### src/rtl/peripherals_bus_mux.sv
// Purpose : registered address decoder / bus mux between the core I/O port and
//           NUM_SLAVES peripherals, with unmapped-address errors, a per-access
//           timeout and a prioritised, registered interrupt code.
// Latency : request sampled at edge 0, slv_sel after edge 1, io_ready one edge
//           after the selected slv_ready is sampled (min 3 cycles); unmapped
//           accesses complete with io_ready after edge 2.
// Backpressure: one access in flight; the requester holds io_read/io_write until
//           io_ready, and must drop them before the next access is accepted.
//
// Ports:
//   pclk, rst          clock, synchronous active-high reset
//   io_*               core-side request (addr/read/write/wdata/byte_size) and
//                      response (rdata/ready/err)
//   slv_sel/read/write one-hot select and strobes to the addressed slave
//   slv_addr/wdata/byte_size  registered request fields to the slaves
//   slv_rdata/ready    flat per-slave read data and completion
//   slv_int, int_code  level interrupts in, registered priority code out

module peripherals_bus_mux #(
    parameter int                          XLEN           = 32,
    parameter int                          NUM_SLAVES     = 4,
    parameter logic [NUM_SLAVES*XLEN-1:0]  SLV_BASE       = {32'h3000_0000, 32'h2000_0000,
                                                             32'h1000_0000, 32'h0000_0000},
    parameter logic [NUM_SLAVES*XLEN-1:0]  SLV_MASK       = {4{32'hF000_0000}},
    parameter int                          TIMEOUT        = 255,
    parameter logic [XLEN-1:0]             ERR_DATA       = 32'hDEAD_BEEF,
    parameter int                          INT_CODE_WIDTH = 5
) (
    input  logic                           pclk,
    input  logic                           rst,
    input  logic [XLEN-1:0]                io_addr,
    input  logic                           io_read,
    input  logic                           io_write,
    input  logic [XLEN-1:0]                io_wdata,
    input  logic [1:0]                     io_byte_size,
    output logic [XLEN-1:0]                io_rdata,
    output logic                           io_ready,
    output logic                           io_err,
    output logic [NUM_SLAVES-1:0]          slv_sel,
    output logic                           slv_read,
    output logic                           slv_write,
    output logic [XLEN-1:0]                slv_addr,
    output logic [XLEN-1:0]                slv_wdata,
    output logic [1:0]                     slv_byte_size,
    input  logic [NUM_SLAVES*XLEN-1:0]     slv_rdata,
    input  logic [NUM_SLAVES-1:0]          slv_ready,
    input  logic [NUM_SLAVES-1:0]          slv_int,
    output logic [INT_CODE_WIDTH-1:0]      int_code
);

    // Elaboration-time parameter sanity.
    if (NUM_SLAVES < 1 || NUM_SLAVES > 16) begin : g_bad_num_slaves
        $error("peripherals_bus_mux: NUM_SLAVES must be 1..16");
    end
    if (NUM_SLAVES >= (1 << INT_CODE_WIDTH)) begin : g_bad_code_width
        $error("peripherals_bus_mux: INT_CODE_WIDTH too small for NUM_SLAVES+1 codes");
    end

    // A zero TIMEOUT disables the timeout; keep at least one counter bit.
    localparam int CNT_W = (TIMEOUT > 0) ? $clog2(TIMEOUT + 1) : 1;

    typedef enum logic [2:0] {
        S_IDLE,
        S_DECODE,
        S_ACCESS,
        S_RESP,
        S_ERR,
        S_DONE
    } state_t;

    state_t                    r_state;
    logic                      r_write;   // captured op: 1 = write, 0 = read
    logic                      r_bad;     // read and write requested together
    logic                      r_err;     // access ended by timeout
    logic [XLEN-1:0]           r_data;    // captured slave read data
    logic [CNT_W-1:0]          r_cnt;

    logic [XLEN-1:0]           r_io_rdata;
    logic                      r_io_ready;
    logic                      r_io_err;
    logic [NUM_SLAVES-1:0]     r_slv_sel;
    logic                      r_slv_read;
    logic                      r_slv_write;
    logic [XLEN-1:0]           r_slv_addr;
    logic [XLEN-1:0]           r_slv_wdata;
    logic [1:0]                r_slv_size;
    logic [INT_CODE_WIDTH-1:0] r_int_code;

    logic                      w_hit;
    logic [NUM_SLAVES-1:0]     w_dec_sel;
    logic                      w_sel_ready;
    logic [XLEN-1:0]           w_sel_rdata;
    logic [INT_CODE_WIDTH-1:0] w_int_code;

    // Address decode on the registered address. Scanning from the top down
    // lets the lowest matching index overwrite any higher match.
    always_comb begin
        w_hit     = 1'b0;
        w_dec_sel = '0;
        for (int i = NUM_SLAVES - 1; i >= 0; i--) begin
            if ((r_slv_addr & SLV_MASK[i*XLEN +: XLEN]) == SLV_BASE[i*XLEN +: XLEN]) begin
                w_hit        = 1'b1;
                w_dec_sel    = '0;
                w_dec_sel[i] = 1'b1;
            end
        end
    end

    // Only the selected slave's ready/data are visible; others are masked off.
    assign w_sel_ready = |(slv_ready & r_slv_sel);

    always_comb begin
        w_sel_rdata = '0;
        for (int i = 0; i < NUM_SLAVES; i++) begin
            if (r_slv_sel[i]) begin
                w_sel_rdata = w_sel_rdata | slv_rdata[i*XLEN +: XLEN];
            end
        end
    end

    // Interrupt priority encode: lowest pending index wins, code = index + 1.
    always_comb begin
        w_int_code = '0;
        for (int i = NUM_SLAVES - 1; i >= 0; i--) begin
            if (slv_int[i]) begin
                w_int_code = INT_CODE_WIDTH'(i + 1);
            end
        end
    end

    always_ff @(posedge pclk) begin
        if (rst) begin
            r_int_code <= '0;
        end else begin
            r_int_code <= w_int_code;
        end
    end

    always_ff @(posedge pclk) begin
        if (rst) begin
            r_state     <= S_IDLE;
            r_write     <= 1'b0;
            r_bad       <= 1'b0;
            r_err       <= 1'b0;
            r_data      <= '0;
            r_cnt       <= '0;
            r_io_rdata  <= '0;
            r_io_ready  <= 1'b0;
            r_io_err    <= 1'b0;
            r_slv_sel   <= '0;
            r_slv_read  <= 1'b0;
            r_slv_write <= 1'b0;
            r_slv_addr  <= '0;
            r_slv_wdata <= '0;
            r_slv_size  <= '0;
        end else begin
            // io_ready/io_err are single-cycle pulses.
            r_io_ready <= 1'b0;
            r_io_err   <= 1'b0;

            case (r_state)
                S_IDLE: begin
                    if (io_read || io_write) begin
                        r_slv_addr  <= io_addr;
                        r_slv_wdata <= io_wdata;
                        r_slv_size  <= io_byte_size;
                        r_write     <= io_write;
                        r_bad       <= io_read && io_write;
                        r_state     <= S_DECODE;
                    end
                end

                S_DECODE: begin
                    if (w_hit && !r_bad) begin
                        r_slv_sel   <= w_dec_sel;
                        r_slv_read  <= !r_write;
                        r_slv_write <= r_write;
                        r_cnt       <= '0;
                        r_state     <= S_ACCESS;
                    end else begin
                        r_state <= S_ERR;
                    end
                end

                S_ACCESS: begin
                    if (w_sel_ready) begin
                        r_data      <= r_write ? '0 : w_sel_rdata;
                        r_err       <= 1'b0;
                        r_slv_sel   <= '0;
                        r_slv_read  <= 1'b0;
                        r_slv_write <= 1'b0;
                        r_state     <= S_RESP;
                    end else if (TIMEOUT != 0 && r_cnt == CNT_W'(TIMEOUT - 1)) begin
                        // This cycle would bring the count to TIMEOUT: give up.
                        // A ready arriving on the same edge still wins above.
                        r_err       <= 1'b1;
                        r_slv_sel   <= '0;
                        r_slv_read  <= 1'b0;
                        r_slv_write <= 1'b0;
                        r_state     <= S_RESP;
                    end else begin
                        r_cnt <= r_cnt + 1'b1;
                    end
                end

                S_RESP: begin
                    r_io_ready <= 1'b1;
                    r_io_err   <= r_err;
                    r_io_rdata <= r_err ? ERR_DATA : r_data;
                    r_state    <= S_DONE;
                end

                S_ERR: begin
                    r_io_ready <= 1'b1;
                    r_io_err   <= 1'b1;
                    r_io_rdata <= ERR_DATA;
                    r_state    <= S_DONE;
                end

                S_DONE: begin
                    // Hold off until the requester lets go, so a request that is
                    // still asserted is not issued a second time.
                    if (!io_read && !io_write) begin
                        r_state <= S_IDLE;
                    end
                end

                default: r_state <= S_IDLE;
            endcase
        end
    end

    assign io_rdata      = r_io_rdata;
    assign io_ready      = r_io_ready;
    assign io_err        = r_io_err;
    assign slv_sel       = r_slv_sel;
    assign slv_read      = r_slv_read;
    assign slv_write     = r_slv_write;
    assign slv_addr      = r_slv_addr;
    assign slv_wdata     = r_slv_wdata;
    assign slv_byte_size = r_slv_size;
    assign int_code      = r_int_code;

endmodule

### config.mk
export PLATFORM = sky130hd
export DESIGN_NAME = peripherals_bus_mux
export DESIGN_NICKNAME = d
export VERILOG_FILES = /design/src/rtl/peripherals_bus_mux.sv
export SDC_FILE = /design/constraint.sdc
export NUM_CORES = 1
export LEC_CHECK = 0
export ABC_AREA = 1
export CAP_MARGIN = 20
export CORE_ASPECT_RATIO = 1.25
export CORE_MARGIN = 2
export CORE_UTILIZATION = 36
export CTS_CLUSTER_SIZE = 40
export DETAILED_ROUTE_END_ITERATION = 8
export PLACE_DENSITY_LB_ADDON = 0.1
export SLEW_MARGIN = 20
export SYNTH_ARGS = -nofsm -noshare
export SYNTH_HDL_FRONTEND = slang
export SYNTH_SLANG_ARGS = --single-unit
### constraint.sdc
create_clock -name pclk -period 1.4 [get_ports pclk]
set_input_delay 0.21 -clock pclk [delete_from_list [all_inputs] [get_ports pclk]]
set_output_delay 0.21 -clock pclk [all_outputs]
set_load 0.005 [all_outputs]
==> results of run 1 <==
## metal layers
| metal | up-vias | track usage, % | routed length [µm] |
|---|---|---|---|
| li1 | 3518 | - | - |
| met1 | 3146 | 25.8 | 8980 |
| met2 | 243 | 41.5 | 11900 |
| met3 | 16 | 10.1 | 2310 |
| met4 | 0 | 6.44 | 283 |
| met5 | - | 0 | 0 |
## path summary, 6_finish.rpt
path / slack (ns) / cells past startpoint / end / start
hold reg to reg: 0.45 / 2 / io_rdata[0]$_SDFFE_PP0P_ / r_data[0]$_SDFFE_PP0P_
setup reg to reg: -0.06 / 9 / r_cnt[1]$_SDFFE_PP0P_ / slv_sel[2]$_SDFFE_PP0P_
setup / recovery: -0.06 / 9 / r_cnt[1]$_SDFFE_PP0P_ / slv_sel[2]$_SDFFE_PP0P_
hold / removal: 0.31 / 3 / int_code[2]$_SDFF_PP0_ / slv_int[3]
## sequential cells by signal, indices dropped and copies added, names as in the netlist, 2 cells and up
register / flops
io_rdata: 32
r_data: 32
slv_addr: 32
slv_wdata: 32
r_cnt: 8
slv_sel: 4
int_code: 3
r_state: 3
slv_byte_size: 2
## repair_timing
item,CTS,global route
gates resized for setup,156,113
pin swaps,8,37
gates cloned,0,7
setup endpoints to repair,124,148
setup buffers,8,2
## kinds of logic (layout without fill, tap and decap cells)
group / Yosys count / count (layout)
buffers and inverters: 106 / 468
AOI/OAI and AO/OA: 211 / 211
xor gates and xnor gates: 2 / 2
other: 1 / 2
adders and majority gates: 2 / 2
and+or+nand+nor: 373 / 373
DFF: 155 / 155
## report_power, final
group | internal [mW] | switching (mW)
clock | 2.69 | 2.04
sequential | 5.82 | 0.731
combinational | 4.49 | 4.98
total | 13.0 | 7.75
## synth_stat cells (all sizes together)
library cell  number
o21ai            103
o31ai              1
xnor2              1
clkinv             1
nand3b             1
xor2               1
a21oi             49
ha                 2
a221oi            32
dfxtp            155
nor3               4
nor2             171
a31oi              2
buf               20
nand2            168
o22ai             24
nand3             29
conb               1
clkbuf            38
inv               47
## worst max-delay path: cells and delay by family, from the launching register on
| kind | cells | cell delay (ns) |
|---|---|---|
| compound gates | 2 | 0.24 |
| flops | 1 | 0.36 |
| buf+inv | 3 | 0.38 |
| simple gates | 4 | 0.37 |
## metrics by stage
stage	setup TNS (ns)	total power, mW	cells	hold slack (ns)	cell area [µm²]
floorplan	0	10.3	851	0.289	6280
global placement	-17.56	15.4	1386	0.440	9980
detailed placement	-19.31	15.4	1386	0.445	9980
CTS	-0.00408	19.7	1424	0.298	10700
global route	-4.31	22.2	1433	0.356	11200
finish	-0.737	20.8	1433	0.315	11200
## area by class of cell
class / count / share of cell area (%)
Tap cell: 220 / 2.46
Clock inverter: 15 / 1.61
Multi-Input combinational cell: 590 / 28.5
Sequential cell: 155 / 27.9
Inverter: 48 / 1.70
Clock buffer: 17 / 3.80
Timing Repair Buffer: 388 / 34.0
==> impl_metrics.env, run 1 <==
export IMPL_final_util_pct=66.0
export IMPL_ir_drop_v=0.00114
export IMPL_mostFrequentLayoutCell="clkdlybuf4s50_1"
export IMPL_rsz0062_at_grt="true"
export IMPL_cts_made_buffers=17
export IMPL_p_leak_nw=4.86
export IMPL_antenna_found_initial=0
export IMPL_yosys_area_top_type="dfxtp_1"
export IMPL_synth_seq_cells=155
export IMPL_status="finished with violations"
export IMPL_firstDrtPassIters=4
export IMPL_fillCellCount=1520
export IMPL_avgViaCountPerCell=4.83
export IMPL_synth_compound_area_share_pct=19.4
export IMPL_setup_ws_ns=-0.0630
export IMPL_layout_common_cells="clkdlybuf4s50_1 (205), nor2_1 (155), nand2_1 (151)"
export IMPL_io_buffers=314
export IMPL_synth_top_family_by_area="simple AND/OR/NAND/NOR gates"
export IMPL_syn_avg_cell_area_um2=7.38
export IMPL_path_cells="buf_6 -> nand2_4 -> nand2_4 -> buf_6 -> o21ai_4 -> buf_6 -> nand3_4 -> nand2_1 -> a21oi_2"
export IMPL_drv_cap=0
export IMPL_grt_use_total_pct=23.6
export IMPL_multi_input_area_um2=3200
export IMPL_grt_pass1_vias=6708
export IMPL_drive_gt1_share_pct=17.8
export IMPL_max_freq_ghz=0.684
export IMPL_synth_simple_area_share_pct=23.4
export IMPL_finalWeightedCongestion=0.822
export IMPL_synth_top_area_share_pct=49.5
export IMPL_syn_to_final_growth_pct=78.7
export IMPL_crit_top_cell="buf_6"
export IMPL_yosysSeqAreaShare_pct=49.5
export IMPL_cts_num_sinks=155
export IMPL_place_ws_ns=-0.241
export IMPL_drtIter0Drc=262
export IMPL_clock_path_buffers=2
export IMPL_place_detailed_hpwl_um=16100
export IMPL_clock_latency_ns=0.43
export IMPL_clkSlewWorstSetupHoldPaths_ns=0.06
export IMPL_drv_slew=0
export IMPL_vias=6923
export IMPL_skew_ns=0.0136
export IMPL_cp_arrival_ns=1.77
export IMPL_yosys_top_cells_area="dfxtp_1 (49%), nand2_1 (10%), nor2_1 (10%)"
export IMPL_overflow=0
export IMPL_start_kind="register"
export IMPL_cp_slowest_cell="dfxtp_4"
export IMPL_dieArea_um2=18500
export IMPL_routedWlPerCell_um=16.4
export IMPL_ctsHtreeMaxLevel=4
export IMPL_die_w_um=122
export IMPL_cp_end_kind="register"
export IMPL_synth_area_um2=6270
export IMPL_core_area_um2=17000
export IMPL_rows=53
export IMPL_grt_pass1_wl_um=33900
export IMPL_grt_max_degree=56
export IMPL_setup_violations=34
export IMPL_cts_tree="yes"
export IMPL_seqCellArea_um2=3130
export IMPL_initial_core_util_pct=36.9
export IMPL_wl_um=23400
export IMPL_layout_nets=1408
export IMPL_final_hold_viol_count=0
export IMPL_crit_type="reg -> reg"
export IMPL_yosys_warnings=0
export IMPL_boundaryPins=317
export IMPL_hold_path_class="in -> reg"
export IMPL_required_ns=1.71
export IMPL_synthMuxAreaShare_pct=0
export IMPL_num_antenna_cells=0
export IMPL_powerDensity_nw_per_um2=1850
export IMPL_cts_hold_buf=0
export IMPL_period_share_pct=104
export IMPL_fin_crit_ns=1.46
export IMPL_post_route_drc_count=0
export IMPL_violations="setup timing"
export IMPL_synth_cells=850
export IMPL_clockRootBuffer="clkbuf_16"
export IMPL_antenna_left=0
export IMPL_slowest_delay_ns=0.36
export IMPL_ys_types=27
export IMPL_die_h_um=152
export IMPL_synth_xor_area_share_pct=0.279
export IMPL_synth_fa_ha_area_share_pct=0.399
export IMPL_path_max_fanout=8
No activity file was read; power rests on OpenSTA's default activity.
==> run 2, diff against run 1 <==
--- a/config.mk
+++ b/config.mk
@@ -9,10 +9,11 @@
 export CAP_MARGIN = 20
 export CORE_ASPECT_RATIO = 1.25
 export CORE_MARGIN = 2
-export CORE_UTILIZATION = 36
+export CORE_UTILIZATION = 40
 export CTS_CLUSTER_SIZE = 40
 export DETAILED_ROUTE_END_ITERATION = 8
-export PLACE_DENSITY_LB_ADDON = 0.1
+export DONT_BUFFER_PORTS = 1
+export PLACE_DENSITY_LB_ADDON = 0.15
 export SLEW_MARGIN = 20
 export SYNTH_ARGS = -nofsm -noshare
 export SYNTH_HDL_FRONTEND = slang
==> impl_metrics.env, run 2 (same netlist as run 1, synthesis figures left out) <==
export IMPL_drv_cap=0
export IMPL_layout_nets=1190
export IMPL_avgViaCountPerCell=5.30
export IMPL_path_max_fanout=16
export IMPL_max_freq_ghz=0.722
export IMPL_p_total_mw=18.7
export IMPL_ctsHtreeMaxLevel=4
export IMPL_antenna_left=0
export IMPL_crit_top_cell="nor2_4"
export IMPL_drive_gt1_share_pct=14.3
export IMPL_comb_power_share_pct=36.9
export IMPL_start_kind="register"
export IMPL_power_switching_share_pct=37.6
export IMPL_p_sw_mw=7.03
export IMPL_grt_pass1_wl_um=29600
export IMPL_cts_made_buffers=17
export IMPL_setup_tns_ns=0
export IMPL_drtIter0Drc=330
export IMPL_grt_busiest_layer="met2"
export IMPL_met3_usage_pct=7.50
export IMPL_fin_crit_ns=1.39
export IMPL_core_area_um2=15400
export IMPL_setup_violations=0
export IMPL_p_leak_nw=3.54
export IMPL_grt_max_degree=76
export IMPL_rows=51
export IMPL_die_w_um=116
export IMPL_initial_core_util_pct=40.6
export IMPL_clkSlewWorstSetupHoldPaths_ns=0.06
export IMPL_grt_met1_usage_pct=24.0
export IMPL_status="finished with violations"
export IMPL_syn_to_final_growth_pct=41.9
export IMPL_violations="hold timing"
export IMPL_required_ns=1.76
export IMPL_intPower_mw=11.7
export IMPL_finalWeightedCongestion=0.809
export IMPL_rsz0062_at_grt="true"
export IMPL_num_antenna_cells=0
export IMPL_period_share_pct=98.9
export IMPL_dieArea_um2=16700
export IMPL_power_frac_clock_pct=25.5
export IMPL_grt_use_total_pct=22.9
export IMPL_cts_hold_buf=117
export IMPL_antenna_found_initial=0
export IMPL_boundaryPins=317
export IMPL_clock_latency_ns=0.41
export IMPL_routedWlPerCell_um=17.5
export IMPL_grt_use_met2_pct=41.8
export IMPL_grt_pass1_vias=6047
export IMPL_ir_drop_v=0.00138
export IMPL_hold_ws_ns=-0.152
export IMPL_final_hold_viol_count=20
export IMPL_cp_arrival_ns=1.74
export IMPL_crit_type="reg -> reg"
export IMPL_place_detailed_hpwl_um=13300
export IMPL_hold_path_class="in -> reg"
export IMPL_clockRootBuffer="clkbuf_16"
export IMPL_path_cells="nor2_4 -> nand2_2 -> nor2_4 -> buf_6 -> buf_8 -> buf_12 -> o21ai_0 -> nor2_1"
export IMPL_vias=6387
export IMPL_mostFrequentLayoutCell="nor2_1"
export IMPL_cp_end_kind="register"
export IMPL_cp_slowest_cell="dfxtp_4"
export IMPL_firstDrtPassIters=7
export IMPL_p_seq_share_pct=37.6
export IMPL_slowest_delay_ns=0.37
export IMPL_wl_um=21100
export IMPL_io_buffers=0
export IMPL_cts_num_sinks=155
export IMPL_cts_tree="yes"
export IMPL_clock_path_buffers=2
export IMPL_die_h_um=144
export IMPL_drv_slew=0
export IMPL_post_route_drc_count=0
export IMPL_layout_common_cells="nor2_1 (156), nand2_1 (152), dfxtp_1 (148)"
export IMPL_powerDensity_nw_per_um2=2100
export IMPL_skew_ns=0.00953
export IMPL_overflow=0
-- run 2: cell types whose count changed in the layout (fill, tap and decap cells not counted), sizes merged, moves of 4 or more --
cell and delta:
clkdlybuf4s50 -205, dlygate4sd3 +117, dlygate4sd2 -105, buf -19, inv -6, clkdlybuf4s15 -4
-- run 2: metrics by stage --
step / area, µm² / instances / utilization (%) / setup WS [ns]
after global placement: 6760 / 1049 / 43.8 / 0.0121
after floorplan: 6280 / 851 / - / 0.0733
after detailed placement: 6760 / 1049 / 43.8 / -0.0261
final: 8900 / 1205 / 57.6 / 0.0147
after global routing: 8900 / 1205 / 57.6 / -0.0496
after CTS: 8550 / 1196 / 55.4 / 0.00170
-- run 2: final timing paths --
path	startpoint	end	slack, ns	cells past startpoint
setup / recovery	r_state[0]$_SDFFE_PP0P_	slv_wdata[30]$_SDFFE_PP0P_	0.01	8
hold / removal	rst	r_cnt[1]$_SDFFE_PP0P_	-0.15	1
setup reg to reg	r_state[0]$_SDFFE_PP0P_	slv_wdata[30]$_SDFFE_PP0P_	0.01	8
hold reg to reg	r_data[23]$_SDFFE_PP0P_	io_rdata[23]$_SDFFE_PP0P_	0.45	2
-- run 2: layer usage --
layer  routed length (µm)  part of all wire [%]  up-vias
met5                    0                     0        -
met4                  570                   2.7        0
met3                 1720                   8.1       35
met2                10900                    52      309
met1                 7920                    37     2959
li1                     -                     -     3084
-- run 2: power groups by stage --
stage          Combinational [mW]  Sequential [mW]  Clock [mW]
4_1_cts                      5.78             6.96        4.87
2_1_floorplan                3.72             6.60           0
6_report                     6.91             7.04        4.77
5_1_grt                      7.68             7.17        5.06
3_3_place_gp                 5.26             7.02           0
3_5_place_dp                 5.47             7.00           0
-- run 2: worst max-delay path: cells and delay by family (launching register included) --
kind | cells | cell delay (ns)
buffers and inverters | 3 | 0.41
AO/OA/AOI/OAI | 1 | 0.09
flip-flops | 1 | 0.37
AND/OR/NAND/NOR | 4 | 0.47
-- run 2: timing repair --
action	in CTS	in global routing
hold endpoints to repair	113	20
buffers inserted	0	4
setup endpoints to repair	24	147
cloned	0	5
pin swaps	0	13
resized for setup	7	81
-- run 2: cell type report --
| cell class | instances | area [µm²] |
|---|---|---|
| inverter | 48 | 190 |
| sequential | 155 | 3120 |
| tap | 212 | 265 |
| clock inverter | 10 | 169 |
| clock buffer | 20 | 437 |
| timing repair buffer | 170 | 1790 |
| fill | 1366 | 6540 |
| multi-input combinational | 590 | 2930 |
